`config.mk`:
```
export PLATFORM = sky130hd
export DESIGN_NAME = run_monitor_flat
export DESIGN_NICKNAME = d
export VERILOG_FILES = /design/src/rtl/run_monitor_pkg.sv /design/src/rtl/run_monitor_if.sv /design/src/rtl/run_monitor_watch_match.sv /design/src/rtl/run_monitor.sv /design/src/flat_wrapper.sv
export SDC_FILE = /design/constraint.sdc
export NUM_CORES = 1
export LEC_CHECK = 0
export BUFFER_PORTS_ARGS = -buffer_cell sky130_fd_sc_hd__buf_2
export CELL_PAD_IN_SITES_DETAIL_PLACEMENT = 0
export CELL_PAD_IN_SITES_GLOBAL_PLACEMENT = 1
export CORE_MARGIN = 3
export CORE_UTILIZATION = 37
export DETAILED_ROUTE_END_ITERATION = 7
export GPL_ROUTABILITY_DRIVEN = 0
export GPL_TIMING_DRIVEN = 1
export HOLD_SLACK_MARGIN = 0.02
export PLACE_DENSITY_LB_ADDON = 0.1
export SLEW_MARGIN = 20
export SYNTH_ARGS = -nofsm -noshare
export SYNTH_HDL_FRONTEND = slang
export SYNTH_HIERARCHICAL = 1
export SYNTH_SLANG_ARGS = --single-unit
```
`constraint.sdc`:
```
create_clock -name clk -period 6.8 [get_ports clk]
set_clock_uncertainty 0.05 [all_clocks]
set_input_delay 0 -clock clk [delete_from_list [all_inputs] [get_ports clk]]
set_output_delay 0 -clock clk [all_outputs]
set_load 0.03 [all_outputs]
```
`src/rtl/run_monitor_pkg.sv`:
```
// Shared types for the run controller: FSM state encoding and the watch-channel verdict.
package run_monitor_pkg;

    typedef enum logic [1:0] {IDLE, HOLD, RUN, DONE} run_state_t;

    // Verdict index is fixed-width so the struct can live in a package; supports up to 256 channels.
    localparam int IDX_W = 8;

    typedef struct packed {
        logic             hit;
        logic [IDX_W-1:0] idx;
        logic             pass;
    } verdict_t;

    function automatic int idx_width(input int n);
        return (n > 1) ? $clog2(n) : 1;
    endfunction

endpackage

```
`src/rtl/run_monitor_if.sv`:
```
// Core-side bus: the core's data-memory write port plus the reset the monitor drives back into the core.
// The core presents a store for exactly the cycles MemWrite is high; there is no back-pressure.
interface run_monitor_if #(
    parameter int WIDTH = 32
);
    logic             MemWrite;
    logic [WIDTH-1:0] DataAdr;
    logic [WIDTH-1:0] WriteData;
    logic             dut_reset;

    modport master (output MemWrite, output DataAdr, output WriteData, input dut_reset);
    modport slave  (input MemWrite, input DataAdr, input WriteData, output dut_reset);
endinterface

```
`src/rtl/run_monitor_watch_match.sv`:
```
// Combinational priority comparator: reports the lowest-numbered channel whose address/data match a store.
module watch_match
    import run_monitor_pkg::*;
#(
    parameter int WIDTH     = 32,
    parameter int NUM_WATCH = 2
) (
    input  logic                            i_mem_write,
    input  logic [WIDTH-1:0]                i_adr,
    input  logic [WIDTH-1:0]                i_dat,
    input  logic [NUM_WATCH-1:0][WIDTH-1:0] i_watch_adr,
    input  logic [NUM_WATCH-1:0][WIDTH-1:0] i_watch_dat,
    input  logic [NUM_WATCH-1:0]            i_watch_pass,
    output verdict_t                        o_verdict
);

    // Walk from the highest channel down so the lowest match is the one left standing.
    always_comb begin
        o_verdict = '0;
        for (int i = NUM_WATCH - 1; i >= 0; i--) begin
            if (i_mem_write && (i_adr == i_watch_adr[i]) && (i_dat == i_watch_dat[i])) begin
                o_verdict.hit  = 1'b1;
                o_verdict.idx  = IDX_W'(i);
                o_verdict.pass = i_watch_pass[i];
            end
        end
    end

endmodule

```
`src/rtl/run_monitor.sv`:
```
// Run controller: holds the core in reset, lets it run, and ends the run on a watched store or a timeout.
module run_monitor
    import run_monitor_pkg::*;
#(
    parameter int WIDTH        = 32,
    parameter int NUM_WATCH    = 2,
    parameter int RESET_CYCLES = 2,
    parameter int TIMEOUT      = 1024,
    parameter int CW           = 32,
    parameter bit AUTO_START   = 1'b1
) (
    input  logic                                clk,
    input  logic                                reset,
    input  logic                                start,
    input  logic [NUM_WATCH-1:0][WIDTH-1:0]     watch_adr,
    input  logic [NUM_WATCH-1:0][WIDTH-1:0]     watch_dat,
    input  logic [NUM_WATCH-1:0]                watch_pass,
    run_monitor_if.slave                        bus,
    output logic                                done,
    output logic                                pass,
    output logic                                fail,
    output logic                                timed_out,
    output logic [idx_width(NUM_WATCH)-1:0]     hit_idx,
    output logic [CW-1:0]                       cycles,
    output logic [CW-1:0]                       writes,
    output run_state_t                          dbg_state
);

    localparam int         IW        = idx_width(NUM_WATCH);
    localparam int         HW        = $clog2(RESET_CYCLES + 1);
    localparam logic [HW-1:0] HOLD_LAST = HW'(RESET_CYCLES - 1);
    localparam bit         TO_EN     = (TIMEOUT != 0);
    localparam logic [CW-1:0] TO_LAST = TO_EN ? CW'(TIMEOUT - 1) : '0;
    localparam run_state_t RESET_ST  = AUTO_START ? HOLD : IDLE;

    run_state_t    r_state, w_next;
    logic [HW-1:0] r_hold_cnt;
    logic          r_dut_reset;
    logic          r_done, r_pass, r_fail, r_timed_out;
    logic [IW-1:0] r_hit_idx;
    logic [CW-1:0] r_cycles, r_writes;
    logic          w_clear, w_in_run, w_timeout;
    verdict_t      w_verdict;
    logic          w_unused_idx;

    assign w_in_run  = (r_state == RUN);
    assign w_timeout = TO_EN && w_in_run && (r_cycles == TO_LAST);

    watch_match #(
        .WIDTH     (WIDTH),
        .NUM_WATCH (NUM_WATCH)
    ) u_watch_match (
        .i_mem_write  (bus.MemWrite && w_in_run),
        .i_adr        (bus.DataAdr),
        .i_dat        (bus.WriteData),
        .i_watch_adr  (watch_adr),
        .i_watch_dat  (watch_dat),
        .i_watch_pass (watch_pass),
        .o_verdict    (w_verdict)
    );

    assign w_unused_idx = ^w_verdict.idx;

    always_comb begin
        w_next  = r_state;
        w_clear = 1'b0;
        case (r_state)
            IDLE: begin
                if (start) begin
                    w_next  = HOLD;
                    w_clear = 1'b1;
                end
            end
            HOLD: begin
                if (r_hold_cnt == HOLD_LAST) w_next = RUN;
            end
            RUN: begin
                if (w_verdict.hit || w_timeout) w_next = DONE;
            end
            DONE: begin
                if (start) begin
                    w_next  = HOLD;
                    w_clear = 1'b1;
                end
            end
            default: w_next = RESET_ST;
        endcase
    end

    always_ff @(posedge clk or negedge reset) begin
        if (!reset) begin
            r_state     <= RESET_ST;
            r_hold_cnt  <= '0;
            r_dut_reset <= 1'b1;
        end else begin
            r_state     <= w_next;
            r_hold_cnt  <= (r_state == HOLD) ? r_hold_cnt + HW'(1) : '0;
            r_dut_reset <= (w_next != RUN);
        end
    end

    // A hit takes precedence over a timeout landing on the same cycle.
    always_ff @(posedge clk or negedge reset) begin
        if (!reset) begin
            r_done      <= 1'b0;
            r_pass      <= 1'b0;
            r_fail      <= 1'b0;
            r_timed_out <= 1'b0;
            r_hit_idx   <= '0;
            r_cycles    <= '0;
            r_writes    <= '0;
        end else if (w_clear) begin
            r_done      <= 1'b0;
            r_pass      <= 1'b0;
            r_fail      <= 1'b0;
            r_timed_out <= 1'b0;
            r_hit_idx   <= '0;
            r_cycles    <= '0;
            r_writes    <= '0;
        end else if (w_in_run) begin
            if (r_cycles != '1) r_cycles <= r_cycles + CW'(1);
            if (bus.MemWrite && (r_writes != '1)) r_writes <= r_writes + CW'(1);
            if (w_verdict.hit) begin
                r_done    <= 1'b1;
                r_hit_idx <= w_verdict.idx[IW-1:0];
                r_pass    <= w_verdict.pass;
                r_fail    <= ~w_verdict.pass;
            end else if (w_timeout) begin
                r_done      <= 1'b1;
                r_fail      <= 1'b1;
                r_timed_out <= 1'b1;
                r_hit_idx   <= '0;
            end
        end
    end

    assign bus.dut_reset = r_dut_reset;
    assign done          = r_done;
    assign pass          = r_pass;
    assign fail          = r_fail;
    assign timed_out     = r_timed_out;
    assign hit_idx       = r_hit_idx;
    assign cycles        = r_cycles;
    assign writes        = r_writes;
    assign dbg_state     = r_state;

endmodule

```
`src/flat_wrapper.sv`:
```
// flat-port wrapper written by rule: the top's interface ports become plain ports
module run_monitor_flat import run_monitor_pkg::*;
#(
    parameter int WIDTH        = 32,
    parameter int NUM_WATCH    = 2,
    parameter int RESET_CYCLES = 2,
    parameter int TIMEOUT      = 1024,
    parameter int CW           = 32,
    parameter bit AUTO_START   = 1'b1
)
  (clk, reset, start, watch_adr, watch_dat, watch_pass, done, pass, fail, timed_out, hit_idx, cycles, writes, dbg_state, bus_MemWrite, bus_DataAdr, bus_WriteData, bus_dut_reset);
  run_monitor_if #(.WIDTH(WIDTH)) bus_i ();
  input  logic clk;
  input  logic reset;
  input  logic start;
  input  logic [NUM_WATCH-1:0][WIDTH-1:0] watch_adr;
  input  logic [NUM_WATCH-1:0][WIDTH-1:0] watch_dat;
  input  logic [NUM_WATCH-1:0] watch_pass;
  output logic done;
  output logic pass;
  output logic fail;
  output logic timed_out;
  output logic [idx_width(NUM_WATCH)-1:0] hit_idx;
  output logic [CW-1:0] cycles;
  output logic [CW-1:0] writes;
  output run_state_t dbg_state;
  input wire logic [$bits(bus_i.MemWrite)-1:0] bus_MemWrite;
  input wire logic [$bits(bus_i.DataAdr)-1:0] bus_DataAdr;
  input wire logic [$bits(bus_i.WriteData)-1:0] bus_WriteData;
  output wire logic [$bits(bus_i.dut_reset)-1:0] bus_dut_reset;
  assign bus_i.MemWrite = bus_MemWrite;
  assign bus_i.DataAdr = bus_DataAdr;
  assign bus_i.WriteData = bus_WriteData;
  assign bus_dut_reset = bus_i.dut_reset;
  run_monitor #(.WIDTH(WIDTH), .NUM_WATCH(NUM_WATCH), .RESET_CYCLES(RESET_CYCLES), .TIMEOUT(TIMEOUT), .CW(CW), .AUTO_START(AUTO_START)) u_core (.clk(clk), .reset(reset), .start(start), .watch_adr(watch_adr), .watch_dat(watch_dat), .watch_pass(watch_pass), .bus(bus_i), .done(done), .pass(pass), .fail(fail), .timed_out(timed_out), .hit_idx(hit_idx), .cycles(cycles), .writes(writes), .dbg_state(dbg_state));
endmodule
```
# After elaboration in Yosys (flattened, before gate mapping)
# Index checks and enable logic that the tools add are counted.
[op_classes]
n_addsub = 3
eq_ne = 13
muxes = 32
bitwise = 1
n_reduce_logical = 21
[op_table]
columns = ["op", "count"]
rows = [
  ["2-to-1 mux 32 bit", 6],
  ["equality test 32 bit", 4],
  ["adder 32 x 1 -> 32 bit (second input constant)", 2],
  ["!= test 32 bit (second input constant)", 2],
  ["equality test 32 x 10 -> 1 bit (second input constant)", 1],
  ["2-to-1 mux 10 bit", 2],
  ["2-to-1 mux 1 bit", 19],
  ["nonzero test 2 bit", 5],
  ["2-to-1 mux 2 bit", 4],
  ["AND reduction 2 bit", 4],
  ["logical AND 1 bit", 7],
  ["case mux 2 bit (3 select lines)", 1],
  ["equality test 2 x 1 -> 1 bit (second input constant)", 2],
  ["equality test 2 bit (second input constant)", 2],
  ["AND reduction 3 bit", 1],
  ["nonzero test 3 bit", 1],
  ["adder 2 x 1 -> 2 bit (second input constant)", 1],
  ["logical NOT 2 bit", 1],
  ["!= test 2 x 1 -> 1 bit (second input constant)", 1],
  ["!= test 2 bit (second input constant)", 1],
  ["OR reduction 2 bit", 1],
  ["logical OR 1 bit", 1],
  ["NOT 1 bit", 1],
]
[word_totals]
register_bits = 74
input_bits = 198
output_inout_bits = 72
wordCells = 80

# Depth between registers and ports, before layout
[logic_depth]
ltp_word = 10
depth_mapped = 12
ltp_nobuf = 12

# Cells and area by module
# Netlist, hierarchy kept.
[by_module_without_submodules]
columns = ["module", "instances", "cells_each", "area_each_um2"]
rows = [
  ["run_monitor", 1, 462, 4249.1],
  ["watch_match", 1, 220, 1610.3],
]

# Least setup slack after synthesis
# Ideal clock, no wire load.
[synth_path]
path_type = "reg-to-reg"
startpoint = "reg u_core.r_state[1] (netlist: u_core/dbg_state[1])"
endpoint = "reg u_core.r_pass (netlist: u_core/pass)"
setup_ns = 0.136
arrival_ns = 2.446
path_slack_ns = 4.168
path_stages_with_launch = 12
cell_sequence = "dfrtp_1 > ha_1 > nand2_2 > inv_1 > o211ai_1 > nor4_1 > nand4_1 > or4_1 > nand2b_1 > inv_1 > o21ai_0 > a21oi_1"
[synth_lines]
columns = ["element", "line", "text"]
rows = [
  ["start, declared", "run_monitor.sv:36", "run_state_t r_state, w_next;"],
  ["start signal, assigned", "run_monitor.sv:96", "r_state <= w_next;"],
  ["end signal, assigned", "run_monitor.sv:126", "r_pass <= w_verdict.pass;"],
  ["end, declared", "run_monitor.sv:39", "logic r_done, r_pass, r_fail, r_timed_out;"],
]

==> results_dict.tcl <==
set metrics [dict create \
    hold_class "primary input to register" \
    antenna_found_initial 2 \
    r2r_slack_ns 3.56 \
    h-tree-depth 3 \
    clk_latency_ns 0.33 \
    io_pins 270 \
    tightest_slew_ns 0.887 \
    final_hold_viol_count 0 \
    ys_warn_count 6 \
    synth_area_per_cell_um2 8.61 \
    cp.required_ns 6.95 \
    crit_path_end_kind "register" \
    grt_max_degree 75 \
    final_layout_size_suffix_gt1_frac 0.331 \
    fillers 1549 \
    first_global_vias 6047 \
    regArea_um2 1850 \
    fmax_mhz 309 \
    syn_inst 674 \
    drv_cap 0 \
    finalSetupViolCount 0 \
    finalCritPeriodShare 0.476 \
    multi_input_area_um2 3710 \
    holdWs_ns 0.104 \
    clock-root-buffer "clkbuf_16" \
    fin_tns_setup_ns 0 \
    start_kind "register" \
    die_x_um 131 \
    min_to "u_core/fail" \
    critPathLaunch "u_core/dbg_state[0]" \
    cts.repair.resized 0 \
    vias_per_cell 5.55 \
    max-slew-margin-rel 0.403 \
    clk_pin_slew_ns 0.06 \
    dpl_cell_area_um2 7350 \
    syn-num-nets 877 \
    ir_worst_vdd_mv 0.121 \
    r2r_end "u_core/pass" \
    grt_use_total 0.242 \
    nets 1145 \
    routed_wl_um 21800 \
    core.rowCount 45 \
    slew_violations 0 \
    start_util 0.380 \
    die_y_um 131 \
    ant_nets 0 \
    coreArea_um2 15300 \
    r2r_start "u_core/dbg_state[0]" \
    dpl.hpwl_um 17800 \
    cts_buffers 9 \
    dp_slack_ns 3.57 \
    netlist_area_um2 5800 \
    status "finished clean" \
    n_antenna_cell 0 \
    power.leakage_nw 3.47 \
    ctsLongestPathBuffers 2 \
    grt_overflow 0 \
    setup_ws_ns 3.56 \
    holdPathStages 4 \
    fin_crit_ns 3.24 \
    dieArea_um2 17200 \
    syn2layout_area_growth_pct 32.6 \
    rsz0062_at_grt "no" \
    power.density_nw_per_um2 162 \
    hp-start "watch_pass[0]" \
    criticalPathCategory "register to register" \
    clkSinkCount 74 \
    grt_pass1_wl_um 33500 \
    critPathMaxFanout 13 \
    routedWlPerCell_um 18.9 \
    power.total_mw 1.25 \
    reg2reg_depth 12 \
    route.vias.total 6428 \
    drt_iter0_drc 568 \
    cts_tree "built" \
    drt-pass1-iter-count 6 \
    io_buffers 269 \
    drcViolationCount 0 \
    cp_data_arrival_time_ns 3.39 \
    stdcell_area_um2 7690 \
]
-- critical path, stage by stage (launching register included) --
cell	delay (ns)
dfstp_2	0.38
inv_1	0.08
ha_1	0.50
nand2_2	0.24
inv_1	0.22
o211ai_1	0.12
nor4_1	0.29
nand4_1	0.14
or4_1	0.57
nand2b_1	0.20
inv_1	0.08
o21ai_0	0.15
a21oi_1	0.09
-- layer usage --
metal | GRT usage | share of wire | up-vias
met5 | 0 | 0.00064 | -
met4 | 0.0461 | 0.015 | 4
met3 | 0.0701 | 0.075 | 29
met2 | 0.369 | 0.45 | 264
met1 | 0.345 | 0.46 | 3052
li1 | - | - | 3079
-- layout by cell type, fill, tap and decap left out, types with 4 or more instances in the layout --
master and n:
buf_2 269, xnor2_1 80, dfrtp_1 72, a21oi_1 50, inv_1 42, nand2_1 42, nand4_1 42, nor2_1 28
nor4_1 28, xor2_1 27, nand3_1 25, or3_1 23, or4_1 22, o31ai_1 18, o21ai_0 17, nand2b_1 16
clkbuf_16 9, o22ai_1 9, nor3_1 6, a211oi_1 6, a31oi_1 5, and3_1 5, o21ai_1 5, ha_1 5
nor2b_1 4, and4_1 4, o21a_1 4, a22o_1 4, a221oi_1 4, o2111ai_1 4
-- flip-flops by register name, indices dropped and copies added, names as in the netlist --
register,count
u_core/pass,1
u_core/cycles,32
u_core/r_hold_cnt,2
u_core/writes,32
u_core/bus.dut_reset,1
u_core/dbg_state,2
u_core/done,1
u_core/fail,1
u_core/timed_out,1
u_core/hit_idx,1
-- metrics by stage --
stage,std cells,util
3_5_place_dp,1139,0.482
4_1_cts,1157,0.503
5_1_grt,1158,0.504
3_3_place_gp,1139,0.482
6_report,1158,0.504
2_1_floorplan,674,-
-- what timing repair did --
action / 4_1_cts / 5_1_grt
hold buffers: 2 / 0
buffers inserted: 0 / 0
hold endpoints to repair: 74 / 0
setup endpoints to repair: 0 / 0
-- report_power, final --
| part | switching, mW | leakage (nW) | total, mW | internal (mW) |
|---|---|---|---|---|
| sequential | 0.0297 | 0.934 | 0.487 | 0.457 |
| clock | 0.180 | 0.147 | 0.484 | 0.304 |
| combinational | 0.154 | 2.39 | 0.278 | 0.124 |
-- layout make-up --
cell class	instances	share of cell area
multi-input combinational	541	0.482
sequential	74	0.241
timing repair buffer	274	0.183
clock buffer	14	0.0343
tap	211	0.0343
inverter	42	0.0205
clock inverter	2	0.00455
-- worst max-delay path by stage --
stage                             end  slack [ns]  cells after the start
after floorplan           u_core/pass        4.17                     11
after global placement    u_core/pass        3.76                     12
after detailed placement  u_core/pass        3.57                     12
after CTS                 u_core/pass        3.59                     12
after global routing      u_core/pass        3.34                     12
final                     u_core/pass        3.56                     12
(Power assumes the default switching activity.)
